==> config.mk <==
export PLATFORM = sky130hd
export DESIGN_NAME = indirect_csr_ctrl
export DESIGN_NICKNAME = d
export VERILOG_FILES = /design/src/rtl/indirect_csr_ctrl.sv
export SDC_FILE = /design/constraint.sdc
export NUM_CORES = 1
export LEC_CHECK = 0
export ABC_AREA = 1
export CORE_ASPECT_RATIO = 0.8
export CORE_MARGIN = 1
export CORE_UTILIZATION = 45
export DETAILED_ROUTE_END_ITERATION = 6
export HOLD_SLACK_MARGIN = 0.06
export PLACE_DENSITY = 0.71
export REMOVE_ABC_BUFFERS = 1
export SLEW_MARGIN = 0
export SYNTH_ARGS = -nofsm -noshare
export SYNTH_HDL_FRONTEND = slang
export SYNTH_SLANG_ARGS = --single-unit
export TNS_END_PERCENT = 50
==> constraint.sdc <==
create_clock -name clk -period 2.3 [get_ports clk]
set_clock_uncertainty 0.05 [all_clocks]
set_input_delay 0.46 -clock clk [delete_from_list [all_inputs] [get_ports clk]]
set_output_delay 0.46 -clock clk [all_outputs]
set_load 0.03 [all_outputs]
==> src/rtl/indirect_csr_ctrl.sv <==
// Host CSR block with an indirect-access bridge to a target bus.
// One outstanding target request at a time, bounded by a cycle timeout.
module indirect_csr_ctrl #(
  parameter logic [63:0] DFH_VALUE = 64'h3_00000_001000_0020,
  parameter int unsigned TGT_AW    = 20,
  parameter int unsigned TIMEOUT   = 1024
) (
  input  logic              clk,
  input  logic              rst,
  input  logic              csr_wr,
  input  logic              csr_rd,
  input  logic [11:0]       csr_addr,
  input  logic [63:0]       csr_wdata,
  output logic [63:0]       csr_rdata,
  output logic              csr_rvalid,
  output logic              tgt_req,
  output logic              tgt_we,
  output logic [TGT_AW-1:0] tgt_addr,
  output logic [63:0]       tgt_wdata,
  input  logic              tgt_ack,
  input  logic [63:0]       tgt_rdata
);

  localparam int unsigned CW = $clog2(TIMEOUT + 1);

  localparam logic [8:0] A_DFH   = 9'h000;
  localparam logic [8:0] A_SCR   = 9'h001;
  localparam logic [8:0] A_STAT  = 9'h002;
  localparam logic [8:0] A_ADDR  = 9'h003;
  localparam logic [8:0] A_WDATA = 9'h004;
  localparam logic [8:0] A_CMD   = 9'h005;
  localparam logic [8:0] A_RDATA = 9'h006;

  typedef enum logic {IDLE, REQ} state_t;

  state_t            state, state_next;
  logic [CW-1:0]     cnt;
  logic [63:0]       scratch, ind_wdata, ind_rdata, rd_mux;
  logic [TGT_AW-1:0] ind_addr;
  logic              busy, done, tmo_err, cmd_err;
  logic              start, complete, expire, cmd_err_set;
  logic [8:0]        word;
  logic              wr_scr, wr_stat, wr_addr, wr_wdata, wr_cmd, cmd_valid;
  logic              unused;

  assign word      = csr_addr[11:3];
  assign unused    = ^csr_addr[2:0];
  assign wr_scr    = csr_wr && (word == A_SCR);
  assign wr_stat   = csr_wr && (word == A_STAT);
  assign wr_addr   = csr_wr && (word == A_ADDR);
  assign wr_wdata  = csr_wr && (word == A_WDATA);
  assign wr_cmd    = csr_wr && (word == A_CMD);
  assign cmd_valid = csr_wdata[0] ^ csr_wdata[1];

  always_ff @(posedge clk) begin
    if (rst) state <= IDLE;
    else     state <= state_next;
  end

  // Next state plus one-cycle event strobes; expiry loses to a same-cycle ack.
  always_comb begin
    state_next  = state;
    start       = 1'b0;
    complete    = 1'b0;
    expire      = 1'b0;
    cmd_err_set = 1'b0;
    case (state)
      IDLE: begin
        if (wr_cmd) begin
          if (cmd_valid) begin
            start      = 1'b1;
            state_next = REQ;
          end else begin
            cmd_err_set = 1'b1;
          end
        end
      end
      REQ: begin
        if (wr_cmd || wr_addr || wr_wdata) cmd_err_set = 1'b1;
        if (tgt_ack) begin
          complete   = 1'b1;
          state_next = IDLE;
        end else if (cnt == CW'(TIMEOUT - 1)) begin
          expire     = 1'b1;
          state_next = IDLE;
        end
      end
    endcase
  end

  always_comb begin
    rd_mux = '0;
    case (word)
      A_DFH:   rd_mux = DFH_VALUE;
      A_SCR:   rd_mux = scratch;
      A_STAT:  rd_mux = {60'd0, cmd_err, tmo_err, done, busy};
      A_ADDR:  rd_mux = 64'(ind_addr);
      A_WDATA: rd_mux = ind_wdata;
      A_RDATA: rd_mux = ind_rdata;
      default: rd_mux = '0;
    endcase
  end

  always_ff @(posedge clk) begin
    if (rst) begin
      csr_rdata  <= '0;
      csr_rvalid <= 1'b0;
      tgt_req    <= 1'b0;
      tgt_we     <= 1'b0;
      tgt_addr   <= '0;
      tgt_wdata  <= '0;
      scratch    <= '0;
      ind_addr   <= '0;
      ind_wdata  <= '0;
      ind_rdata  <= '0;
      busy       <= 1'b0;
      done       <= 1'b0;
      tmo_err    <= 1'b0;
      cmd_err    <= 1'b0;
      cnt        <= '0;
    end else begin
      csr_rvalid <= csr_rd;
      csr_rdata  <= csr_rd ? rd_mux : '0;
      tgt_req    <= (state_next == REQ);
      if (wr_scr) scratch <= csr_wdata;
      if (state == IDLE && wr_addr)  ind_addr  <= csr_wdata[TGT_AW-1:0];
      if (state == IDLE && wr_wdata) ind_wdata <= csr_wdata;
      if (wr_stat) begin
        if (csr_wdata[2]) tmo_err <= 1'b0;
        if (csr_wdata[3]) cmd_err <= 1'b0;
      end
      if (cmd_err_set) cmd_err <= 1'b1;
      if (start) begin
        tgt_addr  <= ind_addr;
        tgt_we    <= csr_wdata[1];
        tgt_wdata <= ind_wdata;
        busy      <= 1'b1;
        done      <= 1'b0;
        tmo_err   <= 1'b0;
        cmd_err   <= 1'b0;
        cnt       <= '0;
      end else if (state == REQ && !tgt_ack && cnt != CW'(TIMEOUT)) begin
        cnt <= cnt + CW'(1);
      end
      if (complete) begin
        busy <= 1'b0;
        done <= 1'b1;
        if (!tgt_we) ind_rdata <= tgt_rdata;
      end
      if (expire) begin
        busy    <= 1'b0;
        done    <= 1'b1;
        tmo_err <= 1'b1;
        if (!tgt_we) ind_rdata <= '1;
      end
    end
  end

endmodule

==> results by group, run 1 <==
Run status
  – Outcome: completed

Logic synthesis
  – Synth top area cells: dfxtp_1 49%, nand2_1 15%, nor2_1 6.8%, a21oi_1 5.9%, nand3_1 5.8%
  – Synthesized area: 15300 sq um
  – Yosys cell types: 33
  – Leading area contributor after synthesis: dfxtp_1
  – Cell count after synthesis: around 2200
  – Register area share after synthesis: approximately half
  – Synth async-reset ratio: 0%
  – Yosys warns: 0
  – Area share of the largest cell type after synthesis: 49.3%
  – Mean Syn Cell Area: between 7 and 8 sq um
  – FF+latch count, synth: between 300 and 400
  – Primary FF master, synth: dfxtp_1
  – EDFF count, synth: 0

Place
  – Pre-CTS setup slack: -82.8 ps
  – Gpl congestion: about 0.85
  – Post-DP HPWL: 30300 um
  – IO Port Bufs: between 200 and 300

GRT
  – Number of global-route vias before repair: 14200
  – First-pass GRT wire length: 75200 um
  – Initial antenna violation count: 7
  – Total grt overflow: 0
  – Largest net degree at the start of global routing: 84
  – Gr usage total: 27.0%

Worst hold path
  – Hold Path End: ind_addr[2]
  – Min-delay src: rst
  – HP Class: in2reg
  – Worst Hold Depth: 4

STA
  – Final WS setup: between 70 and 80 ps
  – Crit share post-route: between 90% and 100%
  – Max Slew Vio Count: 0
  – Peak Freq: around 0.45 GHz
  – Tightest Pin Transition: around 1100 ps
  – Hold_ws: 220 ps
  – RSZ-0062 raised after global routing: false
  – Count of final hold-check violations: 0
  – Tmin final: between 2000 and 2500 ps
  – Slew HR: around a quarter
  – Setup violators final: 0

Critical path
  – WP buf/inv: 1
  – Worst Setup End Kind: output pin
  – Critical Path Fanout Max: 4
  – Reg2reg start: tgt_req
  – Data required, critical path: about 1800 ps
  – Worst R2R Setup Slack: around 440 ps
  – Critical-path top delay cell: clkdlybuf4s50_1
  – Family with the most delay on the worst path: buffers and inverters
  – Max stage delay on crit path: ~700 ps
  – CP arrival: 1710 ps
  – Crit Path Class: reg2out
  – Startpoint Class: flip-flop
  – CP cell instances: clkdlybuf4s50_1
  – FF-to-FF path depth: 7

Clock tree
  – H-tree Lvls: 2
  – Post-CTS Setup Inserts: 0
  – Cts repair resizes: 0
  – Max Root-Sink Buffers: 3
  – TritonCTS clock tree: built
  – Root buf cell: clkbuf_16
  – CTS hold repair buffers: 0
  – Clock sink count: ~380
  – Clk pin slew, worst setup/hold paths: about 60 ps
  – Total CTS buffers: 40
  – Worst skew pair latency: between 500 and 600 ps

Final layout
  – Final nets: 2579
  – Most frequent cells in the layout: 620 x nand2_1, 378 x dfxtp_1, 290 x clkdlybuf4s50_1
  – Area Overhead vs Synth: 32.8%
  – Commonest non-fill, non-tap cell in the layout: nand2_1
  – Layout Utilization: about three fifths
  – Layout cells sized above 1: roughly 6.5%

Routing
  – DRT Wirelength: 47700 um
  – Vias per inst: 5.09
  – DR iter-0 viols: ~1000
  – Final antenna-violating net count: 0
  – DRC: 0
  – Via count: around 15000
  – Routed wire length per instance: between 15 and 20 um
  – DR pass1 iterations: 5

Floorplanning
  – Initial core utilization: a little under half
  – Top Ports: approximately 300
  – Die Y-Extent: 167 um
  – Die X-Extent: 208 um
  – Die area: 34800 sq um
  – Core ar.: between 30000 and 40000 sq um
  – Num rows: 60

Job
  – Max Cap Viol: 0

Power
  – Max IR drop VDD: 515 uV
  – P_leak: approximately 8.8 nW
  – Pwr dens: between 600 and 700 nW/um^2
[synthesized netlist by cell type (2+ instances only)]
master,number
a21oi_1,181
a31oi_1,15
buf_1,8
buf_2,34
buf_4,16
buf_6,7
clkbuf_1,72
dfxtp_1,378
ha_1,2
inv_1,208
inv_2,6
nand2_1,621
nand2_2,3
nand2_4,2
nand3_1,179
nand4_1,3
nor2_1,278
nor3_1,2
nor3_4,3
o2111ai_1,2
o211ai_1,26
o21ai_0,101
xor2_1,7
[how the worst max path moves through the flow]
stage / from / to / slack [ps] / cells after the start
after floorplan: rst / csr_rdata[0] / -3370 / 5
after CTS: tgt_req / tgt_req / 50 / 1
final: tgt_req / tgt_req / 80 / 1
after global routing: tgt_req / tgt_req / 40 / 1
after detailed placement: csr_addr[5] / tgt_wdata[61] / -80 / 8
after global placement: csr_addr[8] / csr_rdata[58] / -30 / 11
[metal layers]
layer | vias to the layer above | routed length (um) | global-route usage [%]
li1 | 7329 | - | -
met1 | 6775 | 20600 | 35.0
met2 | 562 | 21700 | 43.5
met3 | 98 | 4150 | 6.66
met4 | 4 | 1150 | 10.2
met5 | - | 27 | 0
[cell type report]
type | instances | area [sq um]
timing repair buffer | 363 | 3800
clock inverter | 12 | 104
antenna | 6 | 15.0
inverter | 216 | 822
multi-input combinational | 1433 | 6330
sequential | 378 | 7570
tap | 434 | 543
clock buffer | 61 | 1180
fill | 2972 | 13200
[through the flow]
stage,area (sq um),power [mW],setup TNS [ps],std cells
floorplan,14700,6.79,-648420,2027
global placement,19100,7.25,-186,2824
detailed placement,19100,7.25,-3530,2824
CTS,20300,13.5,0,2897
global route,20400,13.8,0,2901
finish,20400,13.4,0,2903
[worst min-delay path: stages]
cell and delay, ps:
buf_4 110, inv_6 90, nand2_1 80, nor2_1 30
[cell families after synthesis]
group,count (synthesis),share of synthesized area (%)
AO/OA/AOI/OAI,326,11.2
XOR/XNOR,7,0.400
adder cells (fa/ha/maj),2,0.163
buffers and inverters,353,9.66
flip-flops,378,49.3
AND/OR/NAND/NOR,1098,29.2
[power by group]
group          leakage, nW  internal, mW  switching, mW
Combinational         5.12         0.271          0.285
Clock                0.638          3.67           2.64
Sequential            3.04          6.55        0.00211
Total                 8.80          10.5           2.93
No activity file was read; power rests on OpenSTA's default activity.
==> inputs of run 2 (changes only) <==
- PLACE_DENSITY: 0.71 -> 0.74
- clock period: 2.3 -> 1.9 ns (I/O delays scaled with it)
==> results by group, run 2 (synthesized netlist as in run 1, its figures left out) <==
Final layout
  – Most frequent cells in the layout: 620 x nand2_1, 378 x dfxtp_1, 278 x nor2_1 (was 620 x nand2_1, 378 x dfxtp_1, 290 x clkdlybuf4s50_1)
  – Final nets: 2598 (was 2579)
  – Commonest non-fill, non-tap cell in the layout: nand2_1 (unchanged)
  – Area Overhead vs Synth: 32.7% (was 32.8%)
  – Layout cells sized above 1: 7.42% (was 6.54%)
  – Layout Utilization: 60.6% (was 60.7%)

Critical path
  – Startpoint Class: flip-flop (unchanged)
  – Family with the most delay on the worst path: buffers and inverters (unchanged)
  – CP arrival: 1410 ps (was 1710 ps)
  – Crit. Startpoint: tgt_req (unchanged)
  – CP cell instances: dlygate4sd2_1 (was clkdlybuf4s50_1)
  – Reg2reg start: cnt[0] (was tgt_req)
  – Worst Setup End Kind: output pin (unchanged)
  – Critical-path top delay cell: dlygate4sd2_1 (was clkdlybuf4s50_1)
  – Max stage delay on crit path: 450 ps (was 720 ps)
  – Critical Path Fanout Max: 4 (unchanged)
  – Crit Path Class: reg2out (unchanged)
  – WP buf/inv: 1 (unchanged)
  – Data required, critical path: 1470 ps (was 1790 ps)

STA
  – Tmin final: around 1800 ps
  – Setup violators final: 0 (unchanged)
  – Crit share post-route: 97.0%
  – Tightest Pin Transition: 433 ps (was 1110 ps)
  – TNS Setup: 0 ps (unchanged)
  – Max Slew Vio Count: 0 (unchanged)
  – RSZ-0062 raised after global routing: false (unchanged)
  – Peak Freq: ~0.54 GHz
  – Count of final hold-check violations: 0 (unchanged)
  – Slew HR: 71.1% (was 26.3%)

Routing
  – Vias per inst: 5.18 (was 5.09)
  – DRC: 0 (unchanged)
  – DRT Wirelength: 48300 um (was 47700 um)
  – Routed wire length per instance: 16.6 um (was 16.4 um)
  – Final antenna-violating net count: 0 (unchanged)
  – DR iter-0 viols: 1156 (was 1030)
  – Via count: 15100 (was 14800)
  – DR pass1 iterations: 6 (was 5)

Place
  – Gpl congestion: 0.842 (was 0.847)
  – Post-DP HPWL: 32300 um (was 30300 um)
  – IO Port Bufs: 292 (unchanged)

Power
  – Total Power: 16.5 mW (was 13.4 mW)
  – P_leak: 9.64 nW (was 8.80 nW)
  – Max IR drop VDD: 587 uV (was 515 uV)
  – Pwr dens: 810 nW/um^2 (was 659 nW/um^2)

Floorplanning
  – Num rows: 60 (unchanged)
  – Top Ports: 296 (unchanged)
  – Die X-Extent: 208 um (unchanged)
  – Die Y-Extent: 167 um (unchanged)
  – Core ar.: 33600 sq um (unchanged)
  – Die area: 34800 sq um (unchanged)
  – Initial core utilization: 45.7% (unchanged)

Clock tree
  – Total CTS buffers: 39 (was 40)
  – Clock sink count: 378 (unchanged)
  – H-tree Lvls: 2 (unchanged)
  – CTS hold repair buffers: 0 (unchanged)
  – TritonCTS clock tree: built (unchanged)
  – Clk pin slew, worst setup/hold paths: 60 ps (about the same)
  – Max Root-Sink Buffers: 3 (unchanged)
  – Worst skew pair latency: 540 ps (was 550 ps)
  – Root buf cell: clkbuf_16 (unchanged)

GRT
  – Initial antenna violation count: 2 (was 7)
  – Gr usage total: 27.4% (was 27.0%)
  – Largest net degree at the start of global routing: 86 (was 84)
  – First-pass GRT wire length: 76600 um (was 75200 um)
  – Number of global-route vias before repair: 14500 (was 14200)
  – Total grt overflow: 0 (unchanged)

Run status
  – Outcome: completed (unchanged)

Worst hold path
  – HP Class: in2reg (unchanged)
  – Min-delay src: rst (unchanged)

Job
  – Max Cap Viol: 0 (unchanged)
## run 2: timing repair
action                                  in CTS  in global routing
cloned                                       0                  0
endpoints found under the setup margin     151                 68
pin swaps                                    0                  1
hold endpoints to repair                     0                  0
buffers inserted                             0                  2
resized for setup                          151                  2
## run 2: layout make-up
type                            instances  area, sq um
Antenna cell                            1         2.50
Clock buffer                           57         1200
Clock inverter                         12          131
Fill cell                            3005        13200
Inverter                              216          821
Multi-Input combinational cell       1433         6340
Sequential cell                       378         7570
Tap cell                              434          543
Timing Repair Buffer                  383         3750
## run 2: per-layer routing
metal / track usage [%] / vias up / wire length (um)
li1: - / 7365 / -
met1: 37.0 / 6977 / 21300
met2: 44.0 / 684 / 21900
met3: 5.31 / 82 / 4220
met4: 8.86 / 0 / 905
met5: 0 / - / 0
## run 2: worst paths after layout
path                            slack, ps  cells past startpoint       endpoint
worst max-delay path                   60                      1        tgt_req
worst min-delay path                  140                      4  ind_wdata[28]
worst max register to register        200                      8      flip-flop
worst min register to register        410                      2     scratch[0]
## run 2: report_power, final
group          switching, mW  internal [mW]
Clock                   3.20           4.65
Combinational          0.356          0.337
Sequential           0.00254           7.93
## run 2: through the flow
step	instance area, sq um	hold WS, ps	setup WS [ps]	cells
6_report	20400	137	57.3	2914
5_1_grt	20400	145	17.2	2914
4_1_cts	20300	123	21.0	2911
3_5_place_dp	19200	401	-513	2842
3_3_place_gp	19200	396	-442	2842
2_1_floorplan	14700	385	-3690	2027
